==> src/rtl/serial_adder.sv <==
// ---------------------------------------------------------------------------
// serial_adder: bit-serial WIDTH-bit adder that reuses one 1-bit full adder
// (FA) for WIDTH cycles, LSB first. A start/busy/done handshake is provided.
// The completed result is held in registers until the next completion.
//
// Ports:
//   clk   - rising-edge clock
//   rst   - synchronous, active-high reset
//   start - request an addition (sampled only in IDLE)
//   a, b  - WIDTH-bit operands, captured on the accepting edge
//   cin   - carry-in, captured on the accepting edge
//   busy  - high while bits are being processed (SHIFT)
//   done  - one-cycle pulse; sum/cout are valid in this cycle
//   sum   - registered WIDTH-bit result
//   cout  - registered final carry
//
// FA: the shared 1-bit full adder cell.
// ---------------------------------------------------------------------------
module FA (
    input  logic A,
    input  logic B,
    input  logic Cin,
    output logic S,
    output logic Cout
);
    assign S    = A ^ B ^ Cin;
    assign Cout = (A & B) | (Cin & (A ^ B));
endmodule

module serial_adder #(
    parameter int WIDTH = 8
) (
    input  logic             clk,
    input  logic             rst,
    input  logic             start,
    input  logic [WIDTH-1:0] a,
    input  logic [WIDTH-1:0] b,
    input  logic             cin,
    output logic             busy,
    output logic             done,
    output logic [WIDTH-1:0] sum,
    output logic             cout
);
    localparam int CW = $clog2(WIDTH + 1);

    typedef enum logic [1:0] {
        IDLE  = 2'd0,
        SHIFT = 2'd1,
        DONE  = 2'd2
    } state_t;

    state_t           r_state;
    state_t           w_state_nxt;
    logic [WIDTH-1:0] r_sh_a;
    logic [WIDTH-1:0] r_sh_b;
    logic [WIDTH-1:0] r_work;
    logic [WIDTH-1:0] w_work_shift;
    logic [WIDTH-1:0] r_sum;
    logic             r_cout;
    logic             r_carry;
    logic [CW-1:0]    r_cnt;
    logic             w_s;
    logic             w_cout;
    logic             w_last;

    FA u_fa (
        .A    (r_sh_a[0]),
        .B    (r_sh_b[0]),
        .Cin  (r_carry),
        .S    (w_s),
        .Cout (w_cout)
    );

    assign w_last = (r_cnt == CW'(WIDTH - 1));

    // Work register shifted right with the new sum bit entering at the MSB.
    // Written as a loop so that WIDTH=1 needs no zero-width slice.
    always_comb begin
        w_work_shift            = '0;
        w_work_shift[WIDTH-1]   = w_s;
        for (int unsigned i = 0; i + 1 < WIDTH; i++) begin
            w_work_shift[i] = r_work[i+1];
        end
    end

    // Next-state and state-decoded outputs
    always_comb begin
        w_state_nxt = r_state;
        busy        = 1'b0;
        done        = 1'b0;
        case (r_state)
            IDLE: begin
                if (start) w_state_nxt = SHIFT;
            end
            SHIFT: begin
                busy = 1'b1;
                if (w_last) w_state_nxt = DONE;
            end
            DONE: begin
                done        = 1'b1;
                w_state_nxt = IDLE;
            end
            default: w_state_nxt = IDLE;
        endcase
    end

    always_ff @(posedge clk) begin
        if (rst) r_state <= IDLE;
        else     r_state <= w_state_nxt;
    end

    // Datapath; result registers only update on the final SHIFT edge
    always_ff @(posedge clk) begin
        if (rst) begin
            r_sh_a  <= '0;
            r_sh_b  <= '0;
            r_work  <= '0;
            r_carry <= 1'b0;
            r_cnt   <= '0;
            r_sum   <= '0;
            r_cout  <= 1'b0;
        end else begin
            case (r_state)
                IDLE: begin
                    if (start) begin
                        r_sh_a  <= a;
                        r_sh_b  <= b;
                        r_carry <= cin;
                        r_cnt   <= '0;
                        r_work  <= '0;
                    end
                end
                SHIFT: begin
                    r_sh_a  <= r_sh_a >> 1;
                    r_sh_b  <= r_sh_b >> 1;
                    r_work  <= w_work_shift;
                    r_carry <= w_cout;
                    r_cnt   <= r_cnt + CW'(1);
                    if (w_last) begin
                        r_sum  <= w_work_shift;
                        r_cout <= w_cout;
                    end
                end
                default: ;
            endcase
        end
    end

    assign sum  = r_sum;
    assign cout = r_cout;
endmodule

==> config.mk <==
export PLATFORM = sky130hd
export DESIGN_NAME = serial_adder
export DESIGN_NICKNAME = d
export VERILOG_FILES = /design/src/rtl/serial_adder.sv
export SDC_FILE = /design/constraint.sdc
export NUM_CORES = 1
export LEC_CHECK = 0
export CAP_MARGIN = 0
export CORE_MARGIN = 2
export CORE_UTILIZATION = 23
export CTS_CLUSTER_SIZE = 24
export DETAILED_ROUTE_END_ITERATION = 16
export SLEW_MARGIN = 20
export SYNTH_ARGS = -nofsm -noshare
export SYNTH_HDL_FRONTEND = slang
export SYNTH_SLANG_ARGS = --single-unit
==> constraint.sdc <==
create_clock -name clk -period 4.3 [get_ports clk]
set_clock_uncertainty 0.1 [all_clocks]
set_input_delay 0.86 -clock clk [delete_from_list [all_inputs] [get_ports clk]]
set_output_delay 0.86 -clock clk [all_outputs]
set_load 0.02 [all_outputs]
Yosys cells after proc, flatten, opt, wreduce, memory -nomap -nowiden
Index checks and enable logic that the tools add are counted.
{"block": "totals", "register_bits": 40, "latchBits": 0, "mem_bits_rw": 0, "mem_bits_ro": 0, "in_bits": 20, "output_inout_bits": 11, "elab_cells": 39, "memories": 0}
{"block": "op_classes", "addsub": 1, "multipliers": 0, "n_div": 0, "n_lt_le_gt_ge": 0, "n_eq_ne": 5, "shift": 0, "n_mux": 15, "bitwise_logic": 5, "n_reduce_logical": 5}
{"op": "$pmux 8 s2", "n": 3}
{"op": "$mux 8", "n": 3}
{"op": "$pmux 4 s2", "n": 1}
{"op": "$reduce_and 2->1", "n": 3}
{"op": "$add 4x1->4 const B", "n": 1}
{"op": "$eq 4x3->1 const B", "n": 1}
{"op": "$mux 2", "n": 2}
{"op": "$mux 4", "n": 1}
{"op": "$ne 2x2->1 const B", "n": 2}
{"op": "$pmux 2 s2", "n": 1}
{"op": "$mux 1", "n": 3}
{"op": "$and 1x1->1", "n": 2}
{"op": "$eq 2x1->1 const B", "n": 1}
{"op": "$eq 2x2->1 const B", "n": 1}
{"op": "$logic_not 2->1", "n": 1}
{"op": "$pmux 1 s2", "n": 1}
{"op": "$reduce_bool 2->1", "n": 1}
{"op": "$xor 1x1->1", "n": 2}
{"op": "$or 1x1->1", "n": 1}

Depth between registers and ports, before layout
Gate-level depths: netlist of run 1.
{"block": "logic_depth", "word_depth": 4, "mapped_depth": 5, "mapped_depth_nobuf": 4}

Hierarchy
A second synthesis of run 1 with hierarchy kept.
{"block": "hier_totals", "hier_cells": 171, "hier_area_um2": 1707.9}
{"mod": "serial_adder", "n_inst": 1, "cells_each": 170, "area_each_um2": 1687.9, "seq_area_each_um2": 780.7}
{"mod": "FA", "n_inst": 1, "cells_each": 1, "area_each_um2": 20.0, "seq_area_each_um2": 0.0}

Worst setup path after synthesis of run 1
Ideal clock, no wire load.
{"block": "synth_timing", "path_kind": "reg-to-output", "startpoint": "register r_state[1]", "endpoint": "output done", "arrival_ps": 991, "required_time_ps": 3340, "path_slack_ps": 2349, "stages_incl_launch_ff": 4, "path_buffers": 1, "path_cell_list": "dfxtp_1 inv_1 clkbuf_1 nor2_1"}
{"block": "synth_via", "elab_chain_len": 2}
{"element": "start, declared", "line": "52", "source": "state_t r_state;"}
{"element": "start signal, assigned", "line": "109", "source": "else r_state <= w_state_nxt;"}
{"element": "$eq 2x2->1", "line": "91", "source": "case (r_state)"}
{"element": "$mux 1", "line": "91"}
{"element": "end, declared", "line": "40", "source": "output logic done,"}
Every way passes these cells.

Worst setup path after layout of run 1
Ends and elaborated chain as after synthesis.

==> results of run 1 <==
## worst min path at each step
stage,from,depth (start not counted),slack [ns],end
after global routing,sum[4],2,0.41,sum[4]
after CTS,sum[2],2,0.38,sum[2]
after global placement,sum[0],2,0.37,sum[0]
after floorplan,r_cnt[3],2,0.36,r_cnt[3]
after detailed placement,sum[2],2,0.37,sum[2]
final,sum[1],2,0.38,sum[1]
## area by class of cell
class                      instances  area share, %
multi-input combinational        126           37.0
clock inverter                     2           1.64
timing repair buffer              33           15.1
inverter                           2          0.351
sequential                        39           36.5
clock buffer                       6           3.86
tap                               96           5.61
## power by group through the flow
stage / clock network (µW) / logic (µW) / registers, µW
2_1_floorplan: 0 / 59.1 / 394
3_3_place_gp: 0 / 89.2 / 396
3_5_place_dp: 0 / 90.3 / 396
4_1_cts: 321 / 90.6 / 388
5_1_grt: 336 / 100 / 390
6_report: 313 / 89.8 / 388
## flip-flops by register name, summed over array words and instances, names as in the netlist
| name | count |
|---|---|
| r_state | 2 |
| r_cnt | 4 |
| r_carry | 1 |
| cout | 1 |
| r_work | 7 |
| r_sh_a | 8 |
| sum | 8 |
| r_sh_b | 8 |
## placed cells by master (no fill, tap or decap)
master,Yosys,layout
nor3b_1,1,1
a211oi_1,17,17
nand3b_1,2,2
o21bai_1,1,1
o2bb2ai_1,11,11
clkinv_2,0,1
nand3_1,2,2
nand2_1,2,2
o22ai_1,4,4
a31oi_1,2,2
dfxtp_1,39,39
ha_1,1,1
or4_1,1,1
nand2b_1,10,10
and3b_1,1,1
o21ba_2,1,1
o21ai_0,9,9
clkbuf_8,0,6
and2_1,1,1
bufinv_16,0,1
fa_1,1,1
inv_1,1,1
buf_4,0,3
nor2b_1,2,2
inv_2,1,1
nor2_1,38,38
clkdlybuf4s50_1,0,30
nand4b_1,9,9
a22oi_1,10,10
## metrics by stage
step	area (µm²)	total power [µW]	worst slack (ns)	cells	hold slack, ns
global route	2140	827	1.45	304	0.406
floorplan	1660	453	2.35	184	0.364
detailed placement	2020	487	1.36	296	0.366
global placement	2020	485	1.43	296	0.366
CTS	2140	799	1.53	304	0.378
finish	2140	790	1.53	304	0.375
## worst reg2reg max path, delay by kind of cell, from the launching register on
family / cells / cell delay (ns)
compound gates: 1 / 0.15
fa+ha+maj: 1 / 0.19
flops: 1 / 0.39
simple gates: 2 / 0.80
## routing by layer
metal | vias up | part of all wire, % | wire length [µm] | track usage [%]
met5 | - | 0 | 0 | 0
met4 | 0 | 1.3 | 51 | 5.51
li1 | 710 | - | - | -
met2 | 32 | 46 | 1740 | 14.2
met1 | 637 | 48 | 1840 | 14.7
met3 | 4 | 4.8 | 183 | 2.31
## cells by family (layout without fill, tap and decap cells)
group / after synthesis / in the layout / share of synthesized area [%]
and+or+nand+nor: 69 / 69 / 21.7
AOI/OAI and AO/OA: 55 / 55 / 24.1
DFF: 39 / 39 / 47.1
buffers and inverters: 19 / 43 / 5.21
adders and majority gates: 2 / 2 / 1.96
==> qor.txt, run 1 <==
Outcome: finished, final reports clean
Int Pwr: 610 µW
# rows: 30
Post-CTS Hold Buffers: 0
Final core utilization: 31.1%
Post-synth cell types: 28
Clock sinks: 39
Area contributors post-synth: dfxtp_1 47%, nor2_1 8.6%, a211oi_1 7.7%
YS warnings: 0
Critical path endpoint category: primary output
Initial Util: 24.1%
Flop pwr share: 49.1%
Worst-case reg-to-reg path depth: 4
CTS tree: done
Origin of the worst setup path: r_state[1]
Slew of the pin with the lowest slew margin: 1.02 ns
CTS Buf Count: 5
Critical R2R Launch: r_cnt[0]
Netlist Area Pre-Place: 1660 µm²
Largest net degree at the start of global routing: 36
GPL Wtd Cong: 0.736
Ys flop type: dfxtp_1
Final WL: 3810 µm
Wire per inst: 12.5 µm
WP buf/inv: 2
Slew margin rel.: 31.7%
Max_cap viols: 0
Top-area cell type share of the netlist area: 47.1%
Data arrival, critical path: 1.81 ns
Critical Path RT: 3.34 ns
DR vias/cell: 4.55
Avg Inst Size Synth: 9.01 µm²
Post-synth EDFFs: 0
Gate power share: 11.4%
Cell Chain, Critical Path: inv_1, nor2_1, clkdlybuf4s50_1
ANT nets after route: 0
Iter 0 DRT Violations: 112
Vias in the first global route: 1291
Min-delay worst type: flop to flop
Post-synth top cells: 39 x dfxtp_1, 38 x nor2_1, 17 x a211oi_1, 11 x o2bb2ai_1
H-tree depth: 2
Clk buf depth: 2
Crit-path max cell delay: 0.63 ns
Sw frac: 22.9%
First-pass GRT wire length: 6270 µm
Die area: 7900 µm²
Clock power share: 39.6%
WS Path Type: flop to primary output
Net Sw Power: 181 µW
Die X: 88.9 µm
Register Area: 781 µm²
Area leader, netlist: dfxtp_1
Core footprint: 6870 µm²
Pins Over Slew Limit: 0
Drc violations: 0
# IOs: 31
Layout Nets: 229
Share of layout cells above drive strength 1: 6.25%
Hpwl dp: 2480 µm
Setup crit start kind: flop
Max Freq: 0.361 GHz
Slowest cell on the critical path: clkdlybuf4s50_1
CP Depth: 3
Final TNS setup: 0 ns
TritonRoute pass-1 iters: 5
Clock Latency Late Sink: 0.29 ns
Critical path fanouts, max: 16
Resize count post-CTS: 0
Ant. Diodes: 0
Final setup vio count: 0
Reg2reg setup slack: 2.54 ns
Final Hold Viols: 0
Count leader, synth: dfxtp_1
Synthesized instance count: 184
Initial antenna violation count: 0
DR vias: 1383
I/O Buffers: 30
Worst vdd ir: 105 µV
Total grt overflow: 0
RSZ-0062 raised after global routing: false
RR Endpoint: cout
Synthesis-to-layout area growth: 29.1%
Period utilization: 64.5%
Tot GR Track Use: 10.3%
Filler Cell Count: 730
Post-synthesis register bit count: 39
PwrDens: 369 nW/µm²
Mapped Nets: 206
Pleak: 0.000734 µW
CTS root buf: clkbuf_8
Worst setup endpoint: done
Chip height: 88.9 µm
Fin crit period: 2.77 ns
Post-synth ARST share: 0%
Clock transition at the registers of the reported paths: 0.07 ns
Setup bufs post-CTS: 0
Sequential area share after synthesis: 47.1%
CP top delay family: buffers and inverters
Footprint of the multi-input gates: 791 µm²
Note: power is estimated with default switching activity, not from simulation.
==> run 2, diff against run 1 <==
==> constraint.sdc (replaced) <==
create_clock -name clk -period 2.3 [get_ports clk]
set_clock_uncertainty 0.1 [all_clocks]
set_input_delay 0.46 -clock clk [delete_from_list [all_inputs] [get_ports clk]]
set_output_delay 0.46 -clock clk [all_outputs]
set_load 0.02 [all_outputs]
==> qor.txt, run 2 (synthesis results as in run 1) <==
Placed cells: 300
Slew of the pin with the lowest slew margin: 0.365 ns
Final TNS setup: 0 ns
Share of layout cells above drive strength 1: 7.08%
Final core utilization: 31.2%
Outcome: finished, final reports clean
Setup crit start kind: flop
GPL Wtd Cong: 0.686
RSZ-0062 raised after global routing: false
Core footprint: 6870 µm²
CTS Buf Count: 5
First-pass GRT wire length: 6070 µm
Period utilization: 91.4%
I/O Buffers: 30
Clock power share: 33.0%
Chip height: 88.9 µm
Data arrival, critical path: 1.54 ns
Pins Over Slew Limit: 0
Flop pwr share: 54.2%
Initial Util: 24.1%
Crit-path max cell delay: 0.64 ns
Total grt overflow: 0
Final worst slack: 0.197 ns
Clock transition at the registers of the reported paths: 0.07 ns
Iter 0 DRT Violations: 73
Worst vdd ir: 202 µV
ANT nets after route: 0
Tot GR Track Use: 10.0%
Fin crit period: 2.10 ns
Die X: 88.9 µm
Filler Cell Count: 723
Max_cap viols: 0
Slowest cell on the critical path: clkdlybuf4s50_1
Pleak: 0.000739 µW
Slew margin rel.: 75.7%
H-tree depth: 2
Clock Latency Late Sink: 0.29 ns
TritonRoute pass-1 iters: 4
Ant. Diodes: 0
Post-CTS Hold Buffers: 0
Largest net degree at the start of global routing: 49
PwrDens: 623 nW/µm²
Final setup vio count: 0
DR vias/cell: 4.60
Hpwl dp: 2510 µm
WS Path Type: flop to primary output
Pre-CTS setup slack: 0.400 ns
Die area: 7900 µm²
Resize count post-CTS: 0
Setup bufs post-CTS: 0
Most common cell after layout, fill and taps aside: dfxtp_1
Final Hold Viols: 0
Drc violations: 0
# rows: 30
# IOs: 31
Min-delay worst type: flop to flop
WP buf/inv: 2
CTS tree: done
CTS root buf: clkbuf_8
CP top delay family: buffers and inverters
Wire per inst: 12.4 µm
Clk buf depth: 2
Cell Chain, Critical Path: inv_1, nor2_1, clkdlybuf4s50_1
Final WL: 3830 µm
Critical path fanouts, max: 6
Most frequent cells in the layout: 39 x dfxtp_1, 38 x nor2_1, 30 x clkdlybuf4s50_1
Critical path endpoint category: primary output
DR vias: 1417
WHS: 0.375 ns
Clock sinks: 39
Critical Path RT: 1.74 ns
Final std cells w/o fill: 308
Gate power share: 12.8%
Net Sw Power: 332 µW
Vias in the first global route: 1277
Int Pwr: 1010 µW
Initial antenna violation count: 0
Synthesis-to-layout area growth: 29.4%
Max Freq: 0.475 GHz
Layout Nets: 233
Sw frac: 24.8%
## run 2: cell types whose count changed in the layout (fill, tap and decap cells not counted)
cell / before / now
buf_4: 3 / 6
clkbuf_1: 0 / 2
buf_12: 0 / 1
bufinv_16: 1 / 0
clkbuf_8: 6 / 5
## run 2: per-stage QoR
| step | cell area, µm² | total power [µW] |
|---|---|---|
| floorplan | 1660 | 847 |
| global placement | 2060 | 912 |
| detailed placement | 2060 | 914 |
| CTS | 2150 | 1350 |
| global route | 2150 | 1400 |
| finish | 2150 | 1340 |
## run 2: worst min-delay path, delay by kind of cell, from the launching register on
family	cells	cell delay [ns]
AO/OA/AOI/OAI	1	0.06
AND/OR/NAND/NOR	1	0.06
flip-flops	1	0.31
## run 2: final timing paths
kind	start	slack [ns]	cells past startpoint	end
worst max-delay path	r_state[1]	0.20	3	done
worst min-delay path	sum[6]	0.38	2	sum[6]
worst max register to register	r_state[0]	0.68	4	r_cnt[3]
worst min register to register	sum[6]	0.38	2	sum[6]
## run 2: per-layer routing
metal / GRT usage [%] / share of wire (%) / vias to the layer above
li1: - / - / 720
met1: 13.3 / 48 / 667
met2: 14.5 / 44 / 24
met3: 3.32 / 5.7 / 6
met4: 5.10 / 1.8 / 0
met5: 0 / 0 / -
## run 2: layout make-up
class                      count  area, µm²  area share (%)
multi-input combinational    126        791            36.9
sequential                    39        781            36.4
timing repair buffer          37        365            17.0
tap                           96        120            5.60
clock buffer                   7       76.3            3.56
inverter                       2       7.51           0.350
clock inverter                 1       5.00           0.233
## run 2: power groups by stage
stage / sequential (µW) / combinational [µW] / clock [µW]
2_1_floorplan: 736 / 110 / 0
3_3_place_gp: 741 / 171 / 0
3_5_place_dp: 741 / 173 / 0
4_1_cts: 725 / 173 / 450
5_1_grt: 729 / 193 / 475
6_report: 725 / 171 / 441
